**src/rtl/timer_object_if.sv**
```systemverilog
// Pixel scan / control inputs and timer status outputs of the countdown timer overlay.
// The master side drives scan position and control pulses; the slave (timer) side returns drawing and count status.
interface timer_object_if;
    logic [10:0] pixelX;
    logic [10:0] pixelY;
    logic        startOfFrame;
    logic        start;
    logic        pause;
    logic        timerDrawingRequest;
    logic [7:0]  timer_RGB;
    logic        timeUp;
    logic [11:0] secondsBCD;

    modport master (
        output pixelX, pixelY, startOfFrame, start, pause,
        input  timerDrawingRequest, timer_RGB, timeUp, secondsBCD
    );

    modport slave (
        input  pixelX, pixelY, startOfFrame, start, pause,
        output timerDrawingRequest, timer_RGB, timeUp, secondsBCD
    );
endinterface

```
**src/rtl/timer_object.sv**
```systemverilog
// 3-digit BCD countdown timer drawn as 7-segment digits; draw request/colour 1 clk after pixelX/pixelY.
// No backpressure: control inputs are single-cycle pulses acted on in the cycle they arrive.
module timer_object #(
    parameter logic [10:0] TOP_X       = 11'd280,
    parameter logic [10:0] TOP_Y       = 11'd16,
    parameter int unsigned CLK_PER_SEC = 25_000_000,
    parameter logic [11:0] INIT_BCD    = 12'h060,
    parameter logic [7:0]  NORMAL_RGB  = 8'hFF,
    parameter logic [7:0]  WARN_RGB    = 8'hE0
) (
    input  logic          clk,
    input  logic          reset,
    timer_object_if.slave bus
);

    localparam int PW = (CLK_PER_SEC > 1) ? $clog2(CLK_PER_SEC) : 1;
    localparam logic [PW-1:0] PRE_MAX = PW'(CLK_PER_SEC - 1);

    typedef enum logic [1:0] {IDLE, RUN, PAUSED, EXPIRED} state_t;

    state_t        state;
    logic [PW-1:0] presc;
    logic [11:0]   secs;
    logic [11:0]   secs_dec;
    logic [11:0]   disp;
    logic          time_up;
    logic          secTick;
    logic          draw_q;
    logic [7:0]    rgb_q;

    function automatic logic [11:0] bcd_dec(input logic [11:0] v);
        logic [3:0] h;
        logic [3:0] t;
        logic [3:0] o;
        h = v[11:8];
        t = v[7:4];
        o = v[3:0];
        if (o != 4'd0) begin
            o = o - 4'd1;
        end else begin
            o = 4'd9;
            if (t != 4'd0) begin
                t = t - 4'd1;
            end else begin
                t = 4'd9;
                h = h - 4'd1;
            end
        end
        return {h, t, o};
    endfunction

    // Segment mask ordered {a,b,c,d,e,f,g}.
    function automatic logic [6:0] seg_mask(input logic [3:0] d);
        logic [6:0] m;
        case (d)
            4'd0:    m = 7'b1111110;
            4'd1:    m = 7'b0110000;
            4'd2:    m = 7'b1101101;
            4'd3:    m = 7'b1111001;
            4'd4:    m = 7'b0110011;
            4'd5:    m = 7'b1011011;
            4'd6:    m = 7'b1011111;
            4'd7:    m = 7'b1110000;
            4'd8:    m = 7'b1111111;
            4'd9:    m = 7'b1111011;
            default: m = 7'b0000000;
        endcase
        return m;
    endfunction

    assign secTick  = (presc == PRE_MAX);
    assign secs_dec = bcd_dec(secs);

    always_ff @(posedge clk) begin
        if (reset) begin
            state   <= IDLE;
            presc   <= '0;
            secs    <= INIT_BCD;
            time_up <= 1'b0;
        end else begin
            case (state)
                IDLE: begin
                    if (bus.start) begin
                        state <= RUN;
                        presc <= '0;
                        secs  <= INIT_BCD;
                    end
                end
                RUN: begin
                    if (bus.start) begin
                        presc <= '0;
                        secs  <= INIT_BCD;
                    end else begin
                        presc <= secTick ? '0 : presc + PW'(1);
                        // Expiry is taken on the tick itself so the count never shows a wrap to 999.
                        if (secTick && (secs == 12'h000 || secs_dec == 12'h000)) begin
                            state   <= EXPIRED;
                            secs    <= 12'h000;
                            time_up <= 1'b1;
                        end else begin
                            if (secTick) begin
                                secs <= secs_dec;
                            end
                            if (bus.pause) begin
                                state <= PAUSED;
                            end
                        end
                    end
                end
                PAUSED: begin
                    if (bus.start) begin
                        state <= RUN;
                        presc <= '0;
                        secs  <= INIT_BCD;
                    end else if (bus.pause) begin
                        state <= RUN;
                    end
                end
                EXPIRED: begin
                    if (bus.start) begin
                        state   <= RUN;
                        presc   <= '0;
                        secs    <= INIT_BCD;
                        time_up <= 1'b0;
                    end
                end
            endcase
        end
    end

    logic [10:0] rel_x;
    logic [10:0] rel_y;
    logic [4:0]  ly;
    logic [3:0]  lx;
    logic [3:0]  dig;
    logic        shown;
    logic        in_box;
    logic [6:0]  seg_hit;
    logic        draw_nxt;

    assign rel_x  = bus.pixelX - TOP_X;
    assign rel_y  = bus.pixelY - TOP_Y;
    assign ly     = rel_y[4:0];
    assign in_box = (bus.pixelX >= TOP_X) && (bus.pixelY >= TOP_Y) &&
                    (rel_x < 11'd56) && (rel_y < 11'd32);

    // Leading-zero blanking: hundreds hidden at 0, tens hidden only when hundreds is hidden too.
    always_comb begin
        dig   = 4'd0;
        lx    = 4'd0;
        shown = 1'b0;
        if (rel_x < 11'd16) begin
            dig   = disp[11:8];
            lx    = rel_x[3:0];
            shown = (disp[11:8] != 4'd0);
        end else if (rel_x >= 11'd20 && rel_x < 11'd36) begin
            dig   = disp[7:4];
            lx    = 4'(rel_x - 11'd20);
            shown = (disp[11:8] != 4'd0) || (disp[7:4] != 4'd0);
        end else if (rel_x >= 11'd40 && rel_x < 11'd56) begin
            dig   = disp[3:0];
            lx    = 4'(rel_x - 11'd40);
            shown = 1'b1;
        end
    end

    assign seg_hit = {
        (ly <= 5'd3),
        (lx >= 4'd12) && (ly <= 5'd15),
        (lx >= 4'd12) && (ly >= 5'd16),
        (ly >= 5'd28),
        (lx <= 4'd3) && (ly >= 5'd16),
        (lx <= 4'd3) && (ly <= 5'd15),
        (ly >= 5'd14) && (ly <= 5'd17)
    };

    assign draw_nxt = in_box && shown && (|(seg_mask(dig) & seg_hit));

    // BCD ordering matches binary ordering, so the warning threshold is a plain compare.
    always_ff @(posedge clk) begin
        if (reset) begin
            disp   <= INIT_BCD;
            draw_q <= 1'b0;
            rgb_q  <= 8'h00;
        end else begin
            draw_q <= draw_nxt;
            rgb_q  <= (disp <= 12'h010) ? WARN_RGB : NORMAL_RGB;
            if (bus.startOfFrame) begin
                disp <= secs;
            end
        end
    end

    assign bus.timerDrawingRequest = draw_q;
    assign bus.timer_RGB           = rgb_q;
    assign bus.timeUp              = time_up;
    assign bus.secondsBCD          = secs;

endmodule

```
**src/flat_wrapper.sv**
```systemverilog
// flat-port wrapper written by rule: the top's interface ports become plain ports
module timer_object_flat 
#(
    parameter logic [10:0] TOP_X       = 11'd280,
    parameter logic [10:0] TOP_Y       = 11'd16,
    parameter int unsigned CLK_PER_SEC = 25_000_000,
    parameter logic [11:0] INIT_BCD    = 12'h060,
    parameter logic [7:0]  NORMAL_RGB  = 8'hFF,
    parameter logic [7:0]  WARN_RGB    = 8'hE0
)
  (clk, reset, bus_pixelX, bus_pixelY, bus_startOfFrame, bus_start, bus_pause, bus_timerDrawingRequest, bus_timer_RGB, bus_timeUp, bus_secondsBCD);
  timer_object_if bus_i ();
  input  logic clk;
  input  logic reset;
  input wire logic [$bits(bus_i.pixelX)-1:0] bus_pixelX;
  input wire logic [$bits(bus_i.pixelY)-1:0] bus_pixelY;
  input wire logic [$bits(bus_i.startOfFrame)-1:0] bus_startOfFrame;
  input wire logic [$bits(bus_i.start)-1:0] bus_start;
  input wire logic [$bits(bus_i.pause)-1:0] bus_pause;
  output wire logic [$bits(bus_i.timerDrawingRequest)-1:0] bus_timerDrawingRequest;
  output wire logic [$bits(bus_i.timer_RGB)-1:0] bus_timer_RGB;
  output wire logic [$bits(bus_i.timeUp)-1:0] bus_timeUp;
  output wire logic [$bits(bus_i.secondsBCD)-1:0] bus_secondsBCD;
  assign bus_i.pixelX = bus_pixelX;
  assign bus_i.pixelY = bus_pixelY;
  assign bus_i.startOfFrame = bus_startOfFrame;
  assign bus_i.start = bus_start;
  assign bus_i.pause = bus_pause;
  assign bus_timerDrawingRequest = bus_i.timerDrawingRequest;
  assign bus_timer_RGB = bus_i.timer_RGB;
  assign bus_timeUp = bus_i.timeUp;
  assign bus_secondsBCD = bus_i.secondsBCD;
  timer_object #(.TOP_X(TOP_X), .TOP_Y(TOP_Y), .CLK_PER_SEC(CLK_PER_SEC), .INIT_BCD(INIT_BCD), .NORMAL_RGB(NORMAL_RGB), .WARN_RGB(WARN_RGB)) u_core (.clk(clk), .reset(reset), .bus(bus_i));
endmodule
```
**config.mk**
```make
export PLATFORM = sky130hd
export DESIGN_NAME = timer_object_flat
export DESIGN_NICKNAME = d
export VERILOG_FILES = /design/src/rtl/timer_object_if.sv /design/src/rtl/timer_object.sv /design/src/flat_wrapper.sv
export SDC_FILE = /design/constraint.sdc
export NUM_CORES = 1
export LEC_CHECK = 0
export CELL_PAD_IN_SITES_DETAIL_PLACEMENT = 0
export CELL_PAD_IN_SITES_GLOBAL_PLACEMENT = 1
export CORE_ASPECT_RATIO = 0.7
export CORE_UTILIZATION = 44
export DETAILED_ROUTE_END_ITERATION = 8
export PLACE_DENSITY_LB_ADDON = 0.1
export SYNTH_ARGS = -nofsm -noshare
export SYNTH_HDL_FRONTEND = slang
export SYNTH_SLANG_ARGS = --single-unit
```
**constraint.sdc**
```tcl
create_clock -name clk -period 9 [get_ports clk]
set_input_delay 1.8 -clock clk [delete_from_list [all_inputs] [get_ports clk]]
set_output_delay 1.8 -clock clk [all_outputs]
set_load 0.005 [all_outputs]
```
==> impl_summary.txt <==
----------------------------------------------------
[Placement]
  Gp weighted congestion ... 0.843
  Final HPWL DP ... 6750 um
  Number of placed instances with taps included ... 577
  Placement Setup Slack ... 2.99 ns
  Buffers on Ports ... 47
  Placed inst area ... 4090 um^2

[Clock tree]
  CTS buffer count ... 5
  Post-cts repair resize count ... 0
  Count of clock tree sinks ... 55
  CTS Buffer Depth ... 2
  Clk pin slew, worst setup/hold paths ... 0.07 ns
  CTS H-tree depth ... 2
  CTS tree ... built
  Post CTS Setup Buffer Count ... 0
  Clock insertion delay at the later pin of the skew report ... 0.29 ns
  Clock tree root buffer cell ... sky130_fd_sc_hd__clkbuf_16
  Hold-fix buffer count after cts ... 0

[Timing]
  Final Hold Viols ... 0
  Worst Tran Pin Value ... 1.23 ns
  Worst slew margin relative to its limit ... 18.0%
  Highest achievable clock rate ... 0.173 GHz
  Portion of the clock cycle consumed by the worst path in the final layout ... 64.3%
  Final setup violating endpoints ... 0
  Worst hold slack across all endpoints ... 0.487 ns
  Setup tns final ... 0 ns
  Clock period minus final worst setup slack ... 5.79 ns
  Worst setup margin ... 3.21 ns
  Skew final ... 0.00518 ns
  Setup repair after global routing missed its margin ... false
  Number of max-slew violations in the final report ... 0

[Layout]
  Fin area ... 4290 um^2
  Fraction of final layout cells with drive strength greater than 1 ... 5.58%
  Net count reported at finish ... 529
  Diode insertion count for antenna repair ... 0
  Fin cells ... 585
  Layout area overhead ... 16.8%
  Post-Route Utilization ... 53.8%

[Floorplanning]
  Die Outline Area ... 8710 um^2
  Die Wd ... 111 um
  Row Count ... 27
  Area of the core ... 7970 um^2
  Floorplan die height ... 78.4 um
  Total I/O pin count ... 49
  Effective utilization at floorplan ... 46.0%

[Global route]
  Met2 routing resource usage after global routing ... 28.4%
  Overflow after GRT ... 0
  Largest net degree at the start of global routing ... 46
  GRT Total Usage ... 22.3%
  Number of antenna violations at the first check in global routing ... 0
  Global-route met3 utilization ... 4.02%
  Via count of the first global-routing pass ... 3016
  Wire length of the first global-routing pass ... 15700 um
  GR Layer Usage met1 ... 36.6%
  Busiest grt layer ... met1

[Setup path]
  Highest net fanout along the worst path ... 14
  Arrival @ worst endpoint ... 6.01 ns
  Cell type group with the largest total delay on the critical path ... compound AO/OA/AOI/OAI gates
  WP data required ... 9.22 ns
  Worst setup path category ... input pin to register
  Worst path max stage delay ... 0.84 ns
  Crit path launch type ... input pin
  Worst path slowest cell ... sky130_fd_sc_hd__clkdlybuf4s50_1
  Kind of end point of the critical path ... register
  Cell Chain, Critical Path ... clkdlybuf4s50_1, ha_1, nand2b_1, a21oi_1, a41oi_1, nand3_1, a31o_2, ha_1, nor3b_1, o21ai_0, o22ai_1, a2111oi_0, a32oi_1, a21oi_1
  Number of buffer and inverter stages on the critical path ... 1

[Synthesis]
  Synth Cell Area ... 3670 um^2
  Post-synthesis instance total ... 459
  Top-count cell post-synth ... sky130_fd_sc_hd__nor2_1
  Seq cells post-synth ... 55
  Synth warn ... 0
  Async set or reset register ratio after synthesis ... 0%
  Most frequently used flop master after synthesis ... sky130_fd_sc_hd__dfxtp_1
  Most frequent cells after synthesis ... sky130_fd_sc_hd__nor2_1, sky130_fd_sc_hd__dfxtp_1, sky130_fd_sc_hd__a21oi_1
  Post-synthesis average cell area ... 7.99 um^2
  Area share of the leading cell type in the synthesized netlist ... 30.0%
  Library cell occupying the most area in the post-synthesis netlist ... sky130_fd_sc_hd__dfxtp_1
  Cell variety after synth ... 69
  Number of nets produced by synthesis ... 505
  Share of synthesized area occupied by flip-flops and latches ... 30.0%
  Top cells by area, synth ... sky130_fd_sc_hd__dfxtp_1, sky130_fd_sc_hd__ha_1, sky130_fd_sc_hd__nor2_1, sky130_fd_sc_hd__a21oi_1, sky130_fd_sc_hd__mux2i_1
  Number of enable flip-flop cells after synthesis ... 0

[Power]
  Peak ir drop on the vdd network ... 0.0000714 V
  Part of the power in combinational logic ... 16.9%
  Switching power as a share of total power ... 25.6%
  Clock group share of total power ... 41.4%
  Power Internal ... 0.445 mW
  Cell Pwr Density ... 139 nW/um^2
  Part of the total power dissipated in sequential elements ... 41.7%
  Net switching power of the design ... 0.153 mW
  Total power ... 0.597 mW
  Leak ... 1.51 nW

[Detailed routing]
  DRC errors left ... 9
  Number of nets with antenna violations after detailed routing ... 0
  Vias per Instance ... 5.87
  WL per Instance ... 15.9 um
  Total number of vias ... 3433
  Aggregate routed wire length ... 9320 um
  Number of detailed-route iterations in the first pass ... 7
  Violation count after the first detailed-route iteration ... 318

[Worst hold path]
  Type of the worst min-delay path ... register to register

[Flow run]
  Max_cap viols ... 0

[Run status]
  Violations in the final reports ... DRC
  Run status ... finished, violations left

----------------------------------------------------
[cells by family after synthesis]
kind of cell	count (synthesis)	share of synthesized area, %
simple gates	187	26.8
compound gates	132	24.9
flops	55	30.0
buf+inv	47	6.65
fa+ha+maj	19	6.48
mux	15	4.13
xor+xnor	4	0.955
[cell type report]
class	count	area (um^2)
Fill cell	758	3690
Timing Repair Buffer	49	485
Sequential cell	55	1100
Inverter	15	56.3
Tap cell	101	126
Multi-Input combinational cell	357	2320
Clock inverter	3	67.6
Clock buffer	5	125
[worst reg2reg max path, stage by stage, from the launching register on]
cell	delay, ns
sky130_fd_sc_hd__dfxtp_1	0.35
sky130_fd_sc_hd__ha_1	0.24
sky130_fd_sc_hd__and3_1	0.24
sky130_fd_sc_hd__nand3_1	0.13
sky130_fd_sc_hd__nor2_1	0.05
sky130_fd_sc_hd__and3_1	0.25
sky130_fd_sc_hd__nor3b_2	0.99
sky130_fd_sc_hd__nor2_1	0.31
sky130_fd_sc_hd__mux2_2	0.36
sky130_fd_sc_hd__nor2_1	0.07
[worst paths after layout]
check	slack (ns)	from	endpoint	depth (start not counted)
max	3.21	bus_pixelX[3]	u_core.bus.timerDrawingRequest$_SDFF_PP0_	14
max reg2reg	5.95	u_core.presc[0]$_SDFFE_PP0P_	u_core.bus.secondsBCD[0]$_SDFFE_PP0P_	9
min reg2reg	0.49	u_core.presc[20]$_SDFFE_PP0P_	u_core.presc[20]$_SDFFE_PP0P_	1
min	0.49	u_core.presc[20]$_SDFFE_PP0P_	u_core.presc[20]$_SDFFE_PP0P_	1
[layout by cell type, fill, tap and decap left out, types with 3 or more instances in the layout]
cell / instances
sky130_fd_sc_hd__a21o_1: 4
sky130_fd_sc_hd__a21oi_1: 38
sky130_fd_sc_hd__a22oi_1: 6
sky130_fd_sc_hd__a311oi_1: 11
sky130_fd_sc_hd__a31oi_1: 10
sky130_fd_sc_hd__a41oi_1: 3
sky130_fd_sc_hd__and3_1: 12
sky130_fd_sc_hd__clkbuf_16: 5
sky130_fd_sc_hd__clkdlybuf4s50_1: 47
sky130_fd_sc_hd__dfxtp_1: 55
sky130_fd_sc_hd__ha_1: 19
sky130_fd_sc_hd__inv_1: 14
sky130_fd_sc_hd__mux2i_1: 14
sky130_fd_sc_hd__nand2_1: 34
sky130_fd_sc_hd__nand2b_1: 5
sky130_fd_sc_hd__nand3_1: 16
sky130_fd_sc_hd__nand4_1: 4
sky130_fd_sc_hd__nor2_1: 60
sky130_fd_sc_hd__nor2b_1: 3
sky130_fd_sc_hd__nor3_1: 14
sky130_fd_sc_hd__nor3b_1: 4
sky130_fd_sc_hd__nor4_1: 7
sky130_fd_sc_hd__o21ai_0: 27
sky130_fd_sc_hd__o41ai_1: 4
sky130_fd_sc_hd__or2_2: 3
sky130_fd_sc_hd__or3_1: 3
[state kept, by name, indices dropped and copies added, names as in the netlist]
signal,cells
u_core.disp,12
u_core.bus.secondsBCD,12
u_core.bus.timer_RGB,2
u_core.presc,25
u_core.bus.timeUp,1
u_core.bus.timerDrawingRequest,1
u_core.state,2
[per-layer routing]
metal | share of wire, % | vias up
met4 | 0.72 | 0
li1 | - | 1743
met2 | 36 | 78
met5 | 0 | -
met1 | 58 | 1607
met3 | 5.5 | 5
[power by group through the flow]
stage / sequential, mW / clock (mW) / combinational, mW
5_1_grt: 0.249 / 0.263 / 0.114
4_1_cts: 0.249 / 0.254 / 0.0998
6_report: 0.249 / 0.248 / 0.101
3_3_place_gp: 0.255 / 0 / 0.0984
2_1_floorplan: 0.254 / 0 / 0.0715
3_5_place_dp: 0.255 / 0 / 0.0989
(Power assumes the default switching activity.)
